[config.mk]
export PLATFORM = sky130hd
export DESIGN_NAME = rx_loop
export DESIGN_NICKNAME = d
export VERILOG_FILES = /design/src/rtl/rx_loop.sv
export SDC_FILE = /design/constraint.sdc
export NUM_CORES = 1
export LEC_CHECK = 0
export ABC_AREA = 1
export CAP_MARGIN = 20
export CORE_AREA = 3 3 179 181
export DETAILED_ROUTE_END_ITERATION = 16
export DIE_AREA = 0 0 182 184
export GPL_ROUTABILITY_DRIVEN = 0
export PLACE_DENSITY = 0.78
export SLEW_MARGIN = 5
export SYNTH_ARGS = -nofsm -noshare
export SYNTH_HDL_FRONTEND = slang
export SYNTH_SLANG_ARGS = --single-unit
[constraint.sdc]
create_clock -name clk -period 6.83 [get_ports clk]
set_input_delay 1.0245 -clock clk [delete_from_list [all_inputs] [get_ports clk]]
set_output_delay 1.0245 -clock clk [all_outputs]
set_load 0.01 [all_outputs]
[src/rtl/rx_loop.sv]
`default_nettype none
// ============================================================================
// Module   : rx_loop
// Purpose  : Receive-side loopback checker. Consumes the per-frame byte
//            stream of the looping transmitter test application (length=6,
//            4-byte little-endian sequence number, 2-byte FCS), validates
//            each frame, tracks the sequence number and keeps saturating
//            good / lost / error statistics.
// Macro    : RX_LOOP_CONF_FCS_CHECK_EN - when defined, a frame whose FCS
//            verdict is bad at i_end is rejected; otherwise i_fcs_ok is
//            ignored.
// Ports    : clk, reset (async, active-high)
//            i_sfd, i_byte_valid, i_byte[7:0], i_end, i_fcs_ok  - rx stream
//            o_sync, o_frm_ok, o_frm_err                        - status
//            o_last_seq, o_rx_cnt, o_lost_cnt, o_err_cnt [31:0] - statistics
// Revision : 1.0 - initial release
// ============================================================================
module rx_loop #(
  parameter logic [31:0] TIMEOUT_CNT = 32'd2000
) (
  input  logic        clk,
  input  logic        reset,
  input  logic        i_sfd,
  input  logic        i_byte_valid,
  input  logic [7:0]  i_byte,
  input  logic        i_end,
  input  logic        i_fcs_ok,
  output logic        o_sync,
  output logic        o_frm_ok,
  output logic        o_frm_err,
  output logic [31:0] o_last_seq,
  output logic [31:0] o_rx_cnt,
  output logic [31:0] o_lost_cnt,
  output logic [31:0] o_err_cnt
);

  typedef enum logic [1:0] {
    IDLE  = 2'd0,
    RECV  = 2'd1,
    CHECK = 2'd2
  } state_t;

  localparam logic [7:0]  c_len_byte = 8'd6;
  localparam logic [2:0]  c_idx_full = 3'd7;   // 7 bytes received
  localparam logic [31:0] c_ones     = 32'hFFFF_FFFF;

  function automatic logic [31:0] sat_inc(input logic [31:0] v);
    return (v == c_ones) ? v : v + 32'd1;
  endfunction

  state_t      state_q, state_d;
  logic [2:0]  idx_q, idx_d;
  logic [31:0] tmo_q, tmo_d;
  logic        bad_q, bad_d;
  logic [31:0] seq_q, seq_d;
  logic [31:0] exp_q, exp_d;
  logic        sync_q, sync_d;
  logic [31:0] last_seq_q, last_seq_d;
  logic [31:0] rx_cnt_q, rx_cnt_d;
  logic [31:0] lost_cnt_q, lost_cnt_d;
  logic [31:0] err_cnt_q, err_cnt_d;
  logic        frm_ok_q, frm_ok_d;
  logic        frm_err_q, frm_err_d;

  logic        w_fcs_bad;
  logic [31:0] w_gap;
  logic [32:0] w_lost_sum;
  logic        w_tmo_hit;

  // Frames skipped between the expected and the received sequence number;
  // the 33-bit sum exposes the carry used for saturation.
  assign w_gap      = seq_q - exp_q;
  assign w_lost_sum = {1'b0, lost_cnt_q} + {1'b0, w_gap};
  assign w_tmo_hit  = ({1'b0, tmo_q} + 33'd1) >= {1'b0, TIMEOUT_CNT};

`ifdef RX_LOOP_CONF_FCS_CHECK_EN
  logic fcs_ok_q, fcs_ok_d;

  always_comb begin
    fcs_ok_d = fcs_ok_q;
    if (state_q == RECV && !i_sfd && i_end) fcs_ok_d = i_fcs_ok;
  end

  always_ff @(posedge clk or posedge reset) begin
    if (reset) fcs_ok_q <= 1'b0;
    else       fcs_ok_q <= fcs_ok_d;
  end

  assign w_fcs_bad = ~fcs_ok_q;
`else
  // FCS path not trusted during bring-up: verdict deliberately ignored.
  logic w_unused_fcs_ok;
  assign w_unused_fcs_ok = i_fcs_ok;
  assign w_fcs_bad       = 1'b0;
`endif

  always_comb begin
    state_d    = state_q;
    idx_d      = idx_q;
    tmo_d      = tmo_q;
    bad_d      = bad_q;
    seq_d      = seq_q;
    exp_d      = exp_q;
    sync_d     = sync_q;
    last_seq_d = last_seq_q;
    rx_cnt_d   = rx_cnt_q;
    lost_cnt_d = lost_cnt_q;
    err_cnt_d  = err_cnt_q;
    frm_ok_d   = 1'b0;
    frm_err_d  = 1'b0;

    case (state_q)
      IDLE: begin
        if (i_sfd) begin
          state_d = RECV;
          idx_d   = 3'd0;
          tmo_d   = 32'd0;
          bad_d   = 1'b0;
        end
      end

      RECV: begin
        if (i_sfd) begin
          // New delimiter inside a frame: drop it and start over.
          frm_err_d = 1'b1;
          err_cnt_d = sat_inc(err_cnt_q);
          idx_d     = 3'd0;
          tmo_d     = 32'd0;
          bad_d     = 1'b0;
        end else if (i_end) begin
          state_d = CHECK;
        end else if (i_byte_valid) begin
          tmo_d = 32'd0;
          case (idx_q)
            3'd0:    if (i_byte != c_len_byte) bad_d = 1'b1;
            3'd1:    seq_d[7:0]   = i_byte;
            3'd2:    seq_d[15:8]  = i_byte;
            3'd3:    seq_d[23:16] = i_byte;
            3'd4:    seq_d[31:24] = i_byte;
            3'd7:    bad_d = 1'b1;          // overlong frame
            default: ;                      // FCS bytes: counted only
          endcase
          if (idx_q != c_idx_full) idx_d = idx_q + 3'd1;
        end else if (w_tmo_hit) begin
          frm_err_d = 1'b1;
          err_cnt_d = sat_inc(err_cnt_q);
          state_d   = IDLE;
        end else begin
          tmo_d = tmo_q + 32'd1;
        end
      end

      CHECK: begin
        if (bad_q || (idx_q != c_idx_full) || w_fcs_bad) begin
          frm_err_d = 1'b1;
          err_cnt_d = sat_inc(err_cnt_q);
        end else if (sync_q && (seq_q < exp_q)) begin
          // Out-of-order: reject but resynchronise on the received number.
          frm_err_d  = 1'b1;
          err_cnt_d  = sat_inc(err_cnt_q);
          last_seq_d = seq_q;
          exp_d      = seq_q + 32'd1;
        end else begin
          if (sync_q && (seq_q > exp_q))
            lost_cnt_d = w_lost_sum[32] ? c_ones : w_lost_sum[31:0];
          frm_ok_d   = 1'b1;
          sync_d     = 1'b1;
          rx_cnt_d   = sat_inc(rx_cnt_q);
          last_seq_d = seq_q;
          exp_d      = seq_q + 32'd1;   // wraps naturally at all-ones
        end

        if (i_sfd) begin
          state_d = RECV;
          idx_d   = 3'd0;
          tmo_d   = 32'd0;
          bad_d   = 1'b0;
        end else begin
          state_d = IDLE;
        end
      end

      default: state_d = IDLE;
    endcase
  end

  always_ff @(posedge clk or posedge reset) begin
    if (reset) begin
      state_q    <= IDLE;
      idx_q      <= 3'd0;
      tmo_q      <= 32'd0;
      bad_q      <= 1'b0;
      seq_q      <= 32'd0;
      exp_q      <= 32'd0;
      sync_q     <= 1'b0;
      last_seq_q <= 32'd0;
      rx_cnt_q   <= 32'd0;
      lost_cnt_q <= 32'd0;
      err_cnt_q  <= 32'd0;
      frm_ok_q   <= 1'b0;
      frm_err_q  <= 1'b0;
    end else begin
      state_q    <= state_d;
      idx_q      <= idx_d;
      tmo_q      <= tmo_d;
      bad_q      <= bad_d;
      seq_q      <= seq_d;
      exp_q      <= exp_d;
      sync_q     <= sync_d;
      last_seq_q <= last_seq_d;
      rx_cnt_q   <= rx_cnt_d;
      lost_cnt_q <= lost_cnt_d;
      err_cnt_q  <= err_cnt_d;
      frm_ok_q   <= frm_ok_d;
      frm_err_q  <= frm_err_d;
    end
  end

  assign o_sync     = sync_q;
  assign o_frm_ok   = frm_ok_q;
  assign o_frm_err  = frm_err_q;
  assign o_last_seq = last_seq_q;
  assign o_rx_cnt   = rx_cnt_q;
  assign o_lost_cnt = lost_cnt_q;
  assign o_err_cnt  = err_cnt_q;

endmodule
`default_nettype wire

== Yosys cells after proc, flatten, opt, wreduce, memory -nomap -nowiden ==
Cells that the tools add are included.

* Flip-flop bits (word level): 233
* Input bits: 14
* Output and inout port bits: 131
* Word-level logic and storage cells: 123

* $add $sub $neg: 8
* Magnitude comparators: 3
* Eq/ne operators: 25
* Muxes and demuxes: 45
* Bitwise gates (word level): 5
* Reductions and logical operators: 21

{| class="wikitable"
|+ Operators with widths
! operator !! count
|-
| $mux 32 || 13
|-
| $add 32x1->32 const B || 4
|-
| $pmux 32 s2 || 2
|-
| $eq 32x32->1 const B || 2
|-
| $add 32x1->33 const B || 1
|-
| $add 32x32->33 || 1
|-
| $ge 33x11->1 const B || 1
|-
| $gt 32x32->1 || 1
|-
| $lt 32x32->1 || 1
|-
| $sub 32x32->32 || 1
|-
| $reduce_and 5->1 || 6
|-
| $ne 3x3->1 const B || 9
|-
| $reduce_and 4->1 || 4
|-
| $mux 1 || 15
|-
| $mux 3 || 5
|-
| $mux 2 || 5
|-
| $ne 4x4->1 const B || 2
|-
| $ne 8x3->1 const B || 1
|-
| $eq 3x2->1 const B || 2
|-
| $eq 3x3->1 const B || 2
|-
| $pmux 1 s2 || 3
|-
| $pmux 2 s3 || 1
|-
| $pmux 3 s2 || 1
|-
| $reduce_and 6->1 || 1
|-
| 16 further kinds || 23
|}

== Logic depth before layout (Yosys ltp) ==
* Depth in word-level cells: 7
* Mapped depth: 28
* Mapped depth without buffers: 28

== Worst setup path after synthesis ==
No wires, ideal clock.

* Path type: reg2reg
* Start point: register seq_q[2]
* End point: register lost_cnt_q[30] (netlist: o_lost_cnt[30])
* Setup time: 117 ps
* Arrival time: 3797 ps
* Required time: 6713 ps
* Slack: 2917 ps
* Cell stages (with the launch flop): 21
* Buffers on the path: 1
* Period minus slack after synthesis: 3913 ps
* Cells stage by stage: dfrtp_1 ha_1 nand2_1 o21ai_0 a21oi_1 o21ai_0 a21oi_1 o21ai_0 a21oi_1 xnor2_1 ha_1 a21o_1 a21oi_1 o21ai_0 nand2_1 nand3_1 a21oi_1 clkbuf_1 nand3_1 nand2_1 nand2_1

* Word-level cells in the longest chain between the ends: 4
* Elaborated cells on any way between the ends: 9

{| class="wikitable"
|+ Ends and longest elaborated chain
! item !! RTL line !! text
|-
| start, declared || 55 || <nowiki>logic [31:0] seq_q, seq_d;</nowiki>
|-
| start signal, assigned || 207 || <nowiki>seq_q <= seq_d;</nowiki>
|-
| branches (longest 4 deep; another with $add 32x32->33) || -- ||
|-
| end signal, assigned || 212 || <nowiki>lost_cnt_q <= lost_cnt_d;</nowiki>
|-
| end, declared || 60 || <nowiki>logic [31:0] lost_cnt_q, lost_cnt_d;</nowiki>
|}

Parallel ways; which one is timed is not known.
A chain may end at the register's enable or synchronous reset.

== Final worst setup path ==
* Start point: register seq_q[2]
* End point: register lost_cnt_q[25] (netlist: o_lost_cnt[25])

Same word-level chain as after synthesis.

==> impl_metrics.toml <==
[status]
status = "finished, final reports clean"

[timing]
skew_ns = 0.0214
fin_crit_sh = 0.688
hold_viol_final = 0
setup_tns_ns = 0
drv_slew = 0
setup_viol = 0
worstMarginPinSlew_ns = 0.962
final.setup.worst_slack_ns = 2.13
fmax_ghz = 0.213
slew_headroom = 0.358
rsz0062_at_grt = "false"
final.min_clock_period_ns = 4.70

[floorplan]
die_area_um2 = 33500
die_h_um = 184
dieWidth_um = 182
core-area_um2 = 30600
start_util = 0.526
pin_count = 145
rows = 64

[route]
drt-pass1-iter-count = 5
viasPerCell = 5.65
wl_met2_um = 20300
route.detailed.wl_per_inst_um = 15.4
drtAntennaViolNets = 0
wl_met1_um = 18600
wl_met3_um = 2680
routed.top_layer = "met4"
drc = 0
drt_iter0_markers = 1346
vias = 15700
routed_wirelength_um = 42800

[pwr]
pwr-share-seq = 0.230
clkPwrFrac = 0.223
irDropWorstVdd_uv = 235
internal_power_mw = 3.58
power_density_nw_per_um2 = 359
power_switching_mw = 3.15
comb_power_share = 0.547
leakagePower_nw = 8.74
p_sw_frac = 0.468

[clock_tree]
clk_latency_ns = 0.55
numCtsBuffers = 27
cts_tree = "built"
post_cts_buffers = 0
h-tree-depth = 1
clockRootBuffer = "clkbuf_16"
cts.sink_count = 233
cts_buffer_depth = 3
cts_resized = 0
ctsHoldBuffers = 0
clk_pin_slew_ns = 0.06

[min_path]
min_path_cells = 2
min_from = "o_last_seq[13]"
hp-class = "flip-flop to flip-flop"
hold_end = "o_last_seq[13]"

[grt]
grt_max_degree = 112
antenna_found_initial = 0
grt_pass1_wl_um = 71000
grt_pass1_vias = 14700
grt_overflow = 0
grtUsageTotal = 0.251

[job]
maxCapViolations = 0

[setup_path]
cp-start-kind = "flip-flop"
rr_startpoint = "seq_q[2]"
crit_required_ns = 7.27
critPathMaxFanout = 30
ff2ff_path_depth = 20
worstSetupEndpointType = "flip-flop"
critical_path_class = "flip-flop to flip-flop"
r2r_slack_ns = 2.13
arrival_ns = 5.14
rr_endpoint = "o_lost_cnt[25]"

[cells_and_area]
final_util = 0.614
areaGrowthSynthToFinish_pct = 16.7
final_cells = 2772
antenna_cells = 0
fin_nets = 2453
num-fill-cells = 2699
regArea_um2 = 5830
drive_above_1_share = 0.0476
multi_input_area_um2 = 9030

[synth]
yosys.area.top_type = "dfrtp_1"
synth_cells = 2227
synth_area_leaders = "dfrtp_1, nand2_1, ha_1"
syn_area_um2 = 16100
yosysWarnings = 0
yosys.cell_types.count = 47
yosysMostFrequentCell = "nand2_1"
synth_edf_count = 0
yosys_most_used_dff = "dfrtp_1"
synth_commonest_cells = "nand2_1, inv_1, dfrtp_1"
syn_nets = 2324
async_reset_ff_frac = 1.00
synth_top_area_share = 0.363
synth_seq_cells = 233
ys_seq_area_frac = 0.363
syn_avg_cell_area_um2 = 7.22

[place]
dp_hpwl_um = 32300
portBuffers = 143
place_ws_ns = 2.24
dp.cells = 2723
## cells by family after synthesis
kind of cell,count (synthesis),synth area share
XOR/XNOR,113,0.0615
AND/OR/NAND/NOR,1150,0.306
flip-flops,233,0.363
AO/OA/AOI/OAI,337,0.127
adder cells (fa/ha/maj),83,0.0655
buffers and inverters,311,0.0769
## routing by layer
| metal | vias up | GRT usage |
|---|---|---|
| met5 | - | 0 |
| met4 | 0 | 0.0689 |
| met3 | 98 | 0.0321 |
| met2 | 563 | 0.428 |
| met1 | 7342 | 0.338 |
| li1 | 7660 | - |
## power groups by stage
stage | logic [mW] | registers, mW | clock network, mW
5_1_grt | 4.08 | 1.56 | 1.58
2_1_floorplan | 2.82 | 1.54 | 0
3_3_place_gp | 3.48 | 1.56 | 0
6_report | 3.68 | 1.55 | 1.50
3_5_place_dp | 3.58 | 1.57 | 0
4_1_cts | 3.60 | 1.55 | 1.53
## area by class of cell
cell class                 count  share of cell area
multi-input combinational   1683               0.481
sequential                   233               0.311
clock buffer                  39              0.0421
tap                          396              0.0264
timing repair buffer         152              0.0805
clock inverter                10             0.00727
inverter                     259              0.0520
## critical path, cell delays in order (launching register included)
cell and delay [ns]:
dfrtp_1 0.46, ha_1 0.39, nand2_1 0.06, o21ai_0 0.27
a21oi_1 0.18, o21ai_0 0.42, a21oi_1 0.21, o21ai_0 0.31
a21oi_1 0.13, xnor2_1 0.30, ha_1 0.32, nand2_1 0.08
nand2_1 0.06, a21oi_1 0.21, nor2_1 0.06, nor2_1 0.09
nand3_1 0.18, a21oi_2 0.24, buf_4 0.33, nand4_1 0.13
o21a_1 0.14
## state kept, by name (all words and copies together) (netlist names), 2 cells and up
signal,flops
exp_q,32
idx_q,3
o_err_cnt,32
o_last_seq,32
o_lost_cnt,32
o_rx_cnt,32
seq_q,32
state_q,2
tmo_q,32
## worst max path at each step
stage                           to     start  cells past startpoint
floorplan                    bad_q     reset                      1
finish              o_lost_cnt[25]  seq_q[2]                     20
CTS                 o_lost_cnt[25]  seq_q[2]                     20
global placement    o_lost_cnt[25]  seq_q[2]                     20
global route        o_lost_cnt[25]  seq_q[2]                     20
detailed placement  o_lost_cnt[25]  seq_q[2]                     20
## metrics by stage
| step | hold slack (ns) | area, um2 | power (mW) |
|---|---|---|---|
| after detailed placement | 0.462 | 17800 | 5.15 |
| final | 0.475 | 18800 | 6.73 |
| after CTS | 0.477 | 18800 | 6.67 |
| after global placement | 0.459 | 17800 | 5.04 |
| after floorplan | 0.453 | 16100 | 4.36 |
| after global routing | 0.504 | 18800 | 7.22 |
## cell usage in the layout, fill, tap and decap left out, drive strengths merged, types with 21 or more instances in the layout
cell type,count
a31oi,27
clkdlybuf4s50,143
o21ai,153
o221ai,21
a21oi,88
ha,81
dfrtp,233
xor2,83
nand3,138
nand2,611
nand4,72
nor2,233
xnor2,30
nor4,21
inv,258
nor3,64
clkbuf,39
Power figures use the tool's default switching activity.
==> RTL change, RTL diff (config.mk and constraints unchanged) <==
The 3 states of `state_t` get a one-hot encoding in 3 bits.
--- a/src/rtl/rx_loop.sv
+++ b/src/rtl/rx_loop.sv
@@ -35,8 +35,8 @@
 );
 
-  typedef enum logic [1:0] {
-    IDLE  = 2'd0,
-    RECV  = 2'd1,
-    CHECK = 2'd2
+  typedef enum logic [2:0] {
+    IDLE  = 3'b001,
+    RECV  = 3'b010,
+    CHECK = 3'b100
   } state_t;
 
Check against the original RTL: same outputs for any inputs over 4 cycles, from zero or initial values and one cycle with reset high; so few cycles prove little.
==> RTL change against the unedited design <==
Via count decreased by 3.4%. Largest power group unchanged. First-iteration DRC count rose by 6.5%. Die area unchanged. Clock skew down 0.0036 ns. Highest routed layer unchanged. Sequential cell count is 1 higher. Wire length is 1.4% lower. Critical path depth up 1. Synthesized area fell by 2.9%. Final area shrank 2.0%. Power down 11%. Worst setup slack improved by 0.029 ns. Critical endpoint is now o_lost_cnt[30].
==> RTL change: results (changes against the unedited design) <==
- The flow ran to the end, and the final reports show no timing, DRC or antenna violations.
- Via count of the first global-routing pass: 14280 (-2.8%)
- The number of port buffers came to 143 (unchanged).
* Half-perimeter wire length after placement: 31640 um (-2.1%)
* Cts bufs inserted: 27 (unchanged)
- The net count after synthesis is 2257 (-2.9%).
- Leakage Power: 8.624 nW (-1.3%)
- Proportion of synthesized chip area in sequential cells: 37.51% (+1.3 points)
* Parity-gate share of the synthesized area counting xor and xnor cells: 6.507% (+0.35 points)
- DR vias: 15140 (-3.4%)
- Net total in the final layout: 2390 (-2.6%)
- The worst hold path cell count came to 2 (unchanged).
- Main area contributors after synthesis: sky130_fd_sc_hd__dfrtp_1, sky130_fd_sc_hd__nand2_1, sky130_fd_sc_hd__nor2_1
- The proportion of layout cells with a drive suffix above 1 was 4.142% (-0.61 points).
- By count the netlist is led by sky130_fd_sc_hd__nand2_1, sky130_fd_sc_hd__nor2_1, sky130_fd_sc_hd__inv_1.
- The maximum number of pins on one net before global-route repair came to 186 (+66%).
* Filler cells: 2732 (+1.2%)
- Endpoint, Worst Hold: o_last_seq[21]
* Worst-path fanout max: 29 (-3.3%)
- Worst-Skew Late Latency: 0.55 ns (about the same)
- Internal reg-to-reg setup slack: 2.16 ns (+0.03 ns)
* Final Routed Wirelength: 42210 um (-1.4%)
- Non-filler instance count after layout: 2714 (-2.1%)
* Adder and majority cell fraction of the synthesized area: 6.427% (-0.12 points)
- Clock-pin slew on the worst setup and hold paths: 0.06 ns (about the same)
- The share of the synthesized area in compound gates (AO/OA/AOI/OAI) came to 11.38% (-1.4 points).
- The transition time at the pin with the least slew margin was 1.025 ns (+0.06229 ns).
- The largest individual stage delay along the critical path comes from the cell sky130_fd_sc_hd__dfrtp_1.
* CTS Root Cell: sky130_fd_sc_hd__clkbuf_16
- Placed Instance Area: 17400 um2 (-2.5%)
- The number of antenna violations at the first check in global routing was 0 (unchanged).
- The count of routing violations after the opening detailed-route iteration was 1434 (+6.5%).
* Worst R2R Path Depth: 21 (+5.0%)
- Critical register-to-register path endpoint: o_lost_cnt[30]
* Post-synthesis average cell area: 7.215 um2 (-0.11%)
- Total global-route track usage: 24.63% (-0.44 points)
* Critical hold path startpoint: o_last_seq[21]
- The min-delay analysis places its worst path in the category flip-flop to flip-flop.
- Maximum clock skew at final layout: 0.01780 ns (-0.003607 ns)
- Global-route wire length before repair: 69790 um (-1.8%)
- The worst supply voltage drop on vdd is 0.0002063 V (-12%).
- Asr flop ratio synth: 100.0% (unchanged)
- The arrival time reported for the critical path endpoint came to 5.11 ns (-0.03 ns).
- Distinct cell type count of the synthesized netlist: 49 (+4.3%)
- The detailed-router iteration count before antenna repair came to 6 (+1).
RTL change: area by class of cell:
type,count,area (um2),area share [%]
multi-input combinational,1629,8589,46.71
sequential,234,5857,31.85
timing repair buffer,150,1496,8.138
inverter,255,960.9,5.226
clock buffer,37,773.2,4.205
tap,396,495.5,2.694
clock inverter,13,216.5,1.177
RTL change: worst max path at each step:
stage,to,from
after CTS,o_lost_cnt[30],seq_q[2]
final,o_lost_cnt[30],seq_q[2]
after detailed placement,o_lost_cnt[30],seq_q[2]
after floorplan,bad_q,reset
after global placement,o_lost_cnt[25],seq_q[2]
after global routing,o_lost_cnt[30],seq_q[2]
RTL change: logic make-up (layout without fill, tap and decap cells):
family,count (synthesis),after routing
simple gates,1124,1124
compound gates,310,310
buf+inv,301,455
flops,234,234
xor+xnor,116,116
fa+ha+maj,79,79
RTL change: routing by layer:
layer	up-vias	track usage, %	routed length [um]	share of wire (%)
met5	-	0	0	0
met4	0	7.861	1384	3.3
met3	120	2.810	2729	6.5
met2	593	40.83	19650	47
met1	7032	34.00	18450	44
li1	7393	-	-	-
RTL change: report_power, final:
group	switching, W	total, W	internal (W)
sequential	0.0000861	0.00153	0.00145
combinational	0.00188	0.00288	0.00100
clock	0.000613	0.00160	0.000986
total	0.00258	0.00601	0.00343
RTL change: metrics by stage:
step	setup WS, ns	hold WS, ns	power (W)
global placement	2.376	0.4689	0.004290
detailed placement	2.319	0.4734	0.004370
CTS	2.315	0.4877	0.005983
global route	1.893	0.5184	0.006443
floorplan	2.742	0.4537	0.003747
finish	2.162	0.4863	0.006013
